### config.mk
export PLATFORM = sky130hd
export DESIGN_NAME = mem_stage
export DESIGN_NICKNAME = d
export VERILOG_FILES = /design/src/rtl/mem_pkg.sv /design/src/rtl/mem_load_ext.sv /design/src/rtl/mem_stage.sv
export SDC_FILE = /design/constraint.sdc
export NUM_CORES = 1
export LEC_CHECK = 0
export ABC_AREA = 1
export BUFFER_PORTS_ARGS = -buffer_cell sky130_fd_sc_hd__buf_2
export CAP_MARGIN = 20
export CORE_UTILIZATION = 49
export CTS_CLUSTER_DIAMETER = 80
export DETAILED_ROUTE_END_ITERATION = 8
export GPL_TIMING_DRIVEN = 1
export HOLD_SLACK_MARGIN = 0.12
export MAX_ROUTING_LAYER = met4
export PLACE_DENSITY = 0.81
export SLEW_MARGIN = 20
export SYNTH_ARGS = -nofsm -noshare
export SYNTH_HDL_FRONTEND = slang
export SYNTH_SLANG_ARGS = --single-unit
### constraint.sdc
create_clock -name clk -period 1.5 [get_ports clk]
set_input_delay 0.15 -clock clk [delete_from_list [all_inputs] [get_ports clk]]
set_output_delay 0.15 -clock clk [all_outputs]
set_load 0.1 [all_outputs]
### src/rtl/mem_pkg.sv
// Shared types and helpers for the MEM stage: FSM states, access sizes,
// byte-enable constants and store-data lane replication.
package mem_pkg;

    typedef enum logic [1:0] {
        IDLE = 2'd0,
        BUSY = 2'd1,
        DONE = 2'd2
    } memState_t;

    typedef enum logic [1:0] {
        SZ_BYTE = 2'd0,
        SZ_HALF = 2'd1,
        SZ_WORD = 2'd2
    } memSize_t;

    localparam logic [3:0] BE_WORD    = 4'b1111;
    localparam logic [3:0] BE_HALF_LO = 4'b0011;
    localparam logic [3:0] BE_HALF_HI = 4'b1100;

    function automatic logic [3:0] byteEnable(input memSize_t size, input logic [1:0] addr);
        case (size)
            SZ_BYTE: return 4'b0001 << addr;
            SZ_HALF: return addr[1] ? BE_HALF_HI : BE_HALF_LO;
            default: return BE_WORD;
        endcase
    endfunction

    function automatic logic [31:0] storeData(input memSize_t size, input logic [31:0] wd);
        case (size)
            SZ_BYTE: return {4{wd[7:0]}};
            SZ_HALF: return {2{wd[15:0]}};
            default: return wd;
        endcase
    endfunction

endpackage

### src/rtl/mem_load_ext.sv
// Load data alignment: selects the byte/half lane from a 32-bit read word and
// sign- or zero-extends it to 32 bits.
module mem_load_ext
    import mem_pkg::*;
(
    input  logic [31:0] rdata,
    input  logic [1:0]  addr,
    input  memSize_t    size,
    input  logic        isUnsigned,
    output logic [31:0] value
);

    logic [7:0]  laneByte [4];
    logic [15:0] laneHalf;

    genvar gi;
    generate
        for (gi = 0; gi < 4; gi++) begin : g_lane
            assign laneByte[gi] = rdata[8*gi +: 8];
        end
    endgenerate

    assign laneHalf = addr[1] ? rdata[31:16] : rdata[15:0];

    always_comb begin
        value = rdata;
        case (size)
            SZ_BYTE: value = {{24{~isUnsigned & laneByte[addr][7]}}, laneByte[addr]};
            SZ_HALF: value = {{16{~isUnsigned & laneHalf[15]}}, laneHalf};
            default: value = rdata;
        endcase
    end

endmodule

### src/rtl/mem_stage.sv
// MEM stage of the 5-stage MIPS pipeline: req/ack data-memory transaction,
// load alignment and the MEM/WB register. Define MEM_ALIGN_CHECK_EN to trap
// misaligned half/word accesses instead of forcing them aligned.
module mem_stage
    import mem_pkg::*;
(
    input  logic        clk,
    input  logic        rst,
    input  logic [31:0] ALUOutM,
    input  logic [31:0] WriteDataM,
    input  logic [31:0] PCPlus8M,
    input  logic [4:0]  WriteRegM,
    input  logic        RegWriteM,
    input  logic        MemWriteM,
    input  logic        MemToRegM,
    input  logic        LinkM,
    input  logic        IsLbSbM,
    input  logic        IsLhShM,
    input  logic        IsUnsignedM,
    output logic        dmem_req,
    output logic        dmem_we,
    output logic [31:0] dmem_addr,
    output logic [3:0]  dmem_be,
    output logic [31:0] dmem_wdata,
    input  logic [31:0] dmem_rdata,
    input  logic        dmem_ack,
    output logic        StallM,
    output logic [31:0] ResultW,
    output logic [4:0]  WriteRegW,
    output logic        RegWriteW,
    output logic        AddrErrM
);

    logic        memOp;
    logic        busOp;
    logic        misaligned;
    memSize_t    accSize;
    memState_t   stateReg, stateNext;
    logic [31:0] loadBufReg;
    logic [31:0] loadValue;
    logic [31:0] resultNext;

    assign memOp   = MemWriteM | MemToRegM;
    assign accSize = IsLbSbM ? SZ_BYTE : (IsLhShM ? SZ_HALF : SZ_WORD);

`ifdef MEM_ALIGN_CHECK_EN
    assign misaligned = memOp & (((accSize == SZ_HALF) & ALUOutM[0]) |
                                 ((accSize == SZ_WORD) & (ALUOutM[1:0] != 2'b00)));

    always_ff @(posedge clk) begin
        if (rst) begin
            AddrErrM <= 1'b0;
        end else begin
            AddrErrM <= misaligned;
        end
    end
`else
    assign misaligned = 1'b0;
    assign AddrErrM   = 1'b0;
`endif

    // A trapped access never touches the bus, so it also never stalls.
    assign busOp  = memOp & ~misaligned;
    assign StallM = busOp & (stateReg != DONE);

    always_ff @(posedge clk) begin
        if (rst) begin
            stateReg <= IDLE;
        end else begin
            stateReg <= stateNext;
        end
    end

    always_comb begin
        stateNext = stateReg;
        case (stateReg)
            IDLE:    if (busOp) stateNext = BUSY;
            BUSY:    if (dmem_ack) stateNext = DONE;
            DONE:    stateNext = IDLE;
            default: stateNext = IDLE;
        endcase
    end

    always_ff @(posedge clk) begin
        if (rst) begin
            dmem_req   <= 1'b0;
            dmem_we    <= 1'b0;
            dmem_addr  <= 32'h0;
            dmem_be    <= 4'h0;
            dmem_wdata <= 32'h0;
            loadBufReg <= 32'h0;
        end else begin
            if ((stateReg == IDLE) && busOp) begin
                dmem_req   <= 1'b1;
                dmem_we    <= MemWriteM;
                dmem_addr  <= {ALUOutM[31:2], 2'b00};
                dmem_be    <= byteEnable(accSize, ALUOutM[1:0]);
                dmem_wdata <= storeData(accSize, WriteDataM);
            end
            if ((stateReg == BUSY) && dmem_ack) begin
                dmem_req   <= 1'b0;
                loadBufReg <= dmem_rdata;
            end
        end
    end

    mem_load_ext u_loadExt (
        .rdata      (loadBufReg),
        .addr       (ALUOutM[1:0]),
        .size       (accSize),
        .isUnsigned (IsUnsignedM),
        .value      (loadValue)
    );

    assign resultNext = LinkM ? PCPlus8M : (MemToRegM ? loadValue : ALUOutM);

    always_ff @(posedge clk) begin
        if (rst) begin
            ResultW   <= 32'h0;
            WriteRegW <= 5'd0;
            RegWriteW <= 1'b0;
        end else if (StallM) begin
            RegWriteW <= 1'b0;
        end else begin
            RegWriteW <= RegWriteM & ~misaligned;
            ResultW   <= resultNext;
            WriteRegW <= WriteRegM;
        end
    end

endmodule
==> results by group <==
Setup path
  • Required time worst endpoint: 1.35 ns
  • Largest fanout of any net on the critical path: 10
  • CP Launch Point: stateReg[1]$_SDFFE_PP0P_
  • Terminus of the critical flop-to-flop path: ResultW[12]$_SDFFE_PP0N_
  • Endpoint type of the worst setup path: output port
  • Worst Setup EP: StallM
  • Flop2flop setup slack: around 0.040 ns
  • Path type of the worst setup path: reg -> out
  • Arrival time of data at the critical path endpoint: ~1.3 ns
  • Launch point of the worst reg-to-reg path: stateReg[1]$_SDFFE_PP0P_
  • Critical Path Source Type: flip-flop
  • Worst reg-to-reg path cell count: 6

Yosys
  • Dominant combinational cell family by area after synthesis: compound AO/OA/AOI/OAI gates
  • Fraction of the mapped netlist area in adder cells: 0%
  • Largest cells by area after synthesis: dfxtp_1, o21ai_0, nand2_1
  • Primary flip-flop cell chosen by synthesis mapping: dfxtp_1
  • Most numerous cell in the Yosys netlist: nand2_1
  • Fraction of the mapped netlist area in compound gates: about a quarter
  • Proportion of register bits with asynchronous set or reset after synthesis: 0%
  • Synth Area in XOR/XNOR: 0%
  • Sequential cell area fraction in the yosys report: 44.3%
  • Synthesized-area fraction occupied by and/or/nand/nor cells: 23.5%
  • Area leader, netlist: dfxtp_1
  • Multiplexer fraction of the synthesized cell area: 0%
  • Post-synth top cells: nand2_1, nor2_1, dfxtp_1
  • Yosys warns: 0
  • Number of enable flip-flop cells after synthesis: 0
  • Mean instance size in the synthesized netlist: 7.13 um^2
  • Top-area cell type share of the netlist area: between 40 and 50%
  • Netlist Area Pre-Place: 6320 um^2
  • Count of different cell masters after synthesis: 30
  • Seq cells post-synth: 140
  • Post-Syn Instances: approximately 890

Route
  • Final antenna-violating net count: 0
  • Detailed-route via count: a little under 8000
  • DR WL/cell: ~17 um
  • DRC violation total after the first TritonRoute iteration: 1242
  • DRT Pass-1 Iters: 6
  • Detailed-route vias per instance: 5.49
  • Total routed wirelength: ~25000 um
  • Remaining routing DRC violations: 0

Power and ir drop
  • Leak Pwr: 4.59 nW
  • Max IR drop VDD: roughly 790 uV
  • Power density normalized to cell area: ~1300 nW/um^2

STA
  • Worst Max-Slew Pin Slew: 0.519 ns
  • Clock Skew: 0.0113 ns
  • Clock period minus worst slack: approximately 1.5 ns
  • Final number of max-transition violations: 0
  • RSZ-0062 raised after global routing: true
  • Final hold violation count: 0
  • Fin Setup TNS: 0 ns
  • Post-route clock period utilization: 99.0%
  • Achievable frequency: 0.674 GHz
  • Slew margin rel.: 65.6%
  • Final setup violation count: 0

Placed design
  • HPWL Detailed: 14400 um
  • Port Buffers: roughly 250
  • Placed instance count: 1267
  • Area after detailed placement: 7720 um^2
  • Final weighted congestion of routability-driven global placement: 0.939

Floorplanning
  • DIE AREA: 13400 um^2
  • Initial standard-cell utilization of the core: approximately half
  • I/O pin count: roughly 250
  • Number of standard-cell rows in the floorplan: 41
  • Overall die width: about 120 um
  • Area of the core: 12600 um^2
  • Die Y-Extent: 116 um

Final layout
  • Nets: 1397
  • Share of layout cells above drive strength 1: 27.8%
  • Synth-to-Final Area Change: 54.9%
  • Count of non-filler cells in the finished layout: ~1400
  • Post-Layout Inst Area: 9790 um^2

Global route
  • Number of antenna violations at the first check in global routing: 0
  • Maximum number of pins on one net before global-route repair: 74
  • Grt total ovfl: 0
  • Via count of the first global-routing pass: roughly 7400
  • Global-route wire length before repair: around 37000 um
  • Global routing usage summed across all routing layers: 37.8%

Run status
  • Result of the run: finished, final reports clean

Clock network
  • Largest buffer count on any clock path: 2
  • Level count of the clock H-tree: 4
  • TritonCTS Sinks: 140
  • Clock buffers created by TritonCTS: 17
  • Buffer cell driving the clock tree root: clkbuf_16
  • TritonCTS clock tree: built
  • Clock slew at reported path FFs: 0.06 ns
  • Worst-skew pair later-pin latency: 0.42 ns

Worst hold path
  • Class of the tightest hold or removal check: in -> reg
  • Worst Hold Launch: LinkM

Flow run
  • Number of maximum-capacitance constraint violations: 0
==> worst max-delay path: stages, from the launching register on <==
cell	delay (ns)
dfxtp_2	0.33
inv_2	0.05
o21ai_4	0.15
inv_2	0.07
buf_12	0.14
buf_12	0.16
==> through the flow <==
step | hold slack (ns) | util, % | worst slack (ns) | power (W)
3_3_place_gp | 0.344 | 61.2 | 0.0750 | 0.00804
6_report | 0.208 | 77.6 | 0.0153 | 0.0128
3_5_place_dp | 0.344 | 61.2 | 0.0520 | 0.00807
5_1_grt | 0.226 | 77.6 | -0.0233 | 0.0132
2_1_floorplan | 0.253 | - | 0.137 | 0.00728
4_1_cts | 0.188 | 77.3 | 0.0112 | 0.0127
==> cells by family (layout without fill, tap and decap cells) <==
family                 count (synthesis)  after routing
AOI/OAI and AO/OA                    285            285
buffers and inverters                104            480
DFF                                  140            140
other                                  1              4
and+or+nand+nor                      357            359
==> power breakdown <==
part           leakage [nW]  internal, W  switching, W
clock                 0.295      0.00274       0.00163
sequential             1.16      0.00406      0.000187
combinational          3.14     0.000974       0.00322
total                  4.59      0.00777       0.00504
==> metal layers <==
layer / track usage, % / part of all wire, % / vias up
met4: 22.9 / 5.5 / 0
met2: 60.2 / 48 / 531
li1: - / - / 3676
met1: 43.7 / 38 / 3550
met3: 8.16 / 8.6 / 146
met5: - / 0 / -
==> how the worst min path moves through the flow <==
| stage | endpoint | slack (ns) | depth (start not counted) |
|---|---|---|---|
| 2_1_floorplan | loadBufReg[0]$_SDFFE_PP0P_ | 0.25 | 2 |
| 6_report | ResultW[16]$_SDFFE_PP0N_ | 0.21 | 3 |
| 4_1_cts | ResultW[16]$_SDFFE_PP0N_ | 0.19 | 3 |
| 3_3_place_gp | loadBufReg[20]$_SDFFE_PP0P_ | 0.34 | 3 |
| 3_5_place_dp | loadBufReg[23]$_SDFFE_PP0P_ | 0.34 | 3 |
| 5_1_grt | ResultW[13]$_SDFFE_PP0N_ | 0.23 | 3 |
==> cell usage in the layout (no fill, tap or decap) <==
cell type | synthesis | layout
inv_1 | 29 | 27
clkbuf_1 | 30 | 1
dfxtp_1 | 140 | 138
clkinv_2 | 0 | 4
nand4_1 | 1 | 1
nand3_1 | 35 | 35
inv_6 | 1 | 1
conb_1 | 1 | 3
dfxtp_2 | 0 | 2
o21ai_1 | 7 | 7
o22ai_1 | 7 | 7
o211ai_1 | 9 | 9
nand3_2 | 1 | 1
o21ai_4 | 0 | 1
dlygate4sd3_1 | 0 | 135
diode_2 | 0 | 1
buf_2 | 23 | 248
or2_2 | 2 | 2
nand2_1 | 157 | 157
nor2_4 | 1 | 1
a21oi_1 | 114 | 114
o21ai_0 | 124 | 124
clkinvlp_4 | 0 | 3
nand3_4 | 2 | 4
nor2_1 | 149 | 149
nor2_2 | 2 | 2
nand2_4 | 3 | 4
clkbuf_16 | 0 | 17
buf_4 | 10 | 19
clkinv_4 | 0 | 1
nand2_2 | 3 | 2
a21oi_2 | 15 | 15
bufinv_16 | 0 | 3
bufbuf_16 | 0 | 1
inv_2 | 6 | 8
a31oi_1 | 8 | 8
nand2_8 | 1 | 1
clkbuf_8 | 0 | 3
buf_12 | 0 | 9
==> cell type report <==
cell class                 count  area (um^2)
clock buffer                  21          470
multi-input combinational    647         3070
antenna                        1         2.50
clock inverter                11          141
inverter                      36          140
timing repair buffer         412         2950
sequential                   140         2810
tap                          172          215
fill                         892         2830
==> registers in the layout, summed over array words and instances, names as in the netlist <==
register / flops
ResultW: 32
stateReg: 2
dmem_req: 1
WriteRegW: 5
loadBufReg: 32
dmem_be: 4
dmem_wdata: 32
dmem_we: 1
dmem_addr: 30
RegWriteW: 1
==> what timing repair did <==
action	4_1_cts	5_1_grt
cloned	1	2
hold buffers	135	0
hold endpoints to repair	138	0
resized for setup	6	3
pin swaps	1	0
buffers inserted	2	0
setup endpoints to repair	1	13
Power figures use the tool's default switching activity.
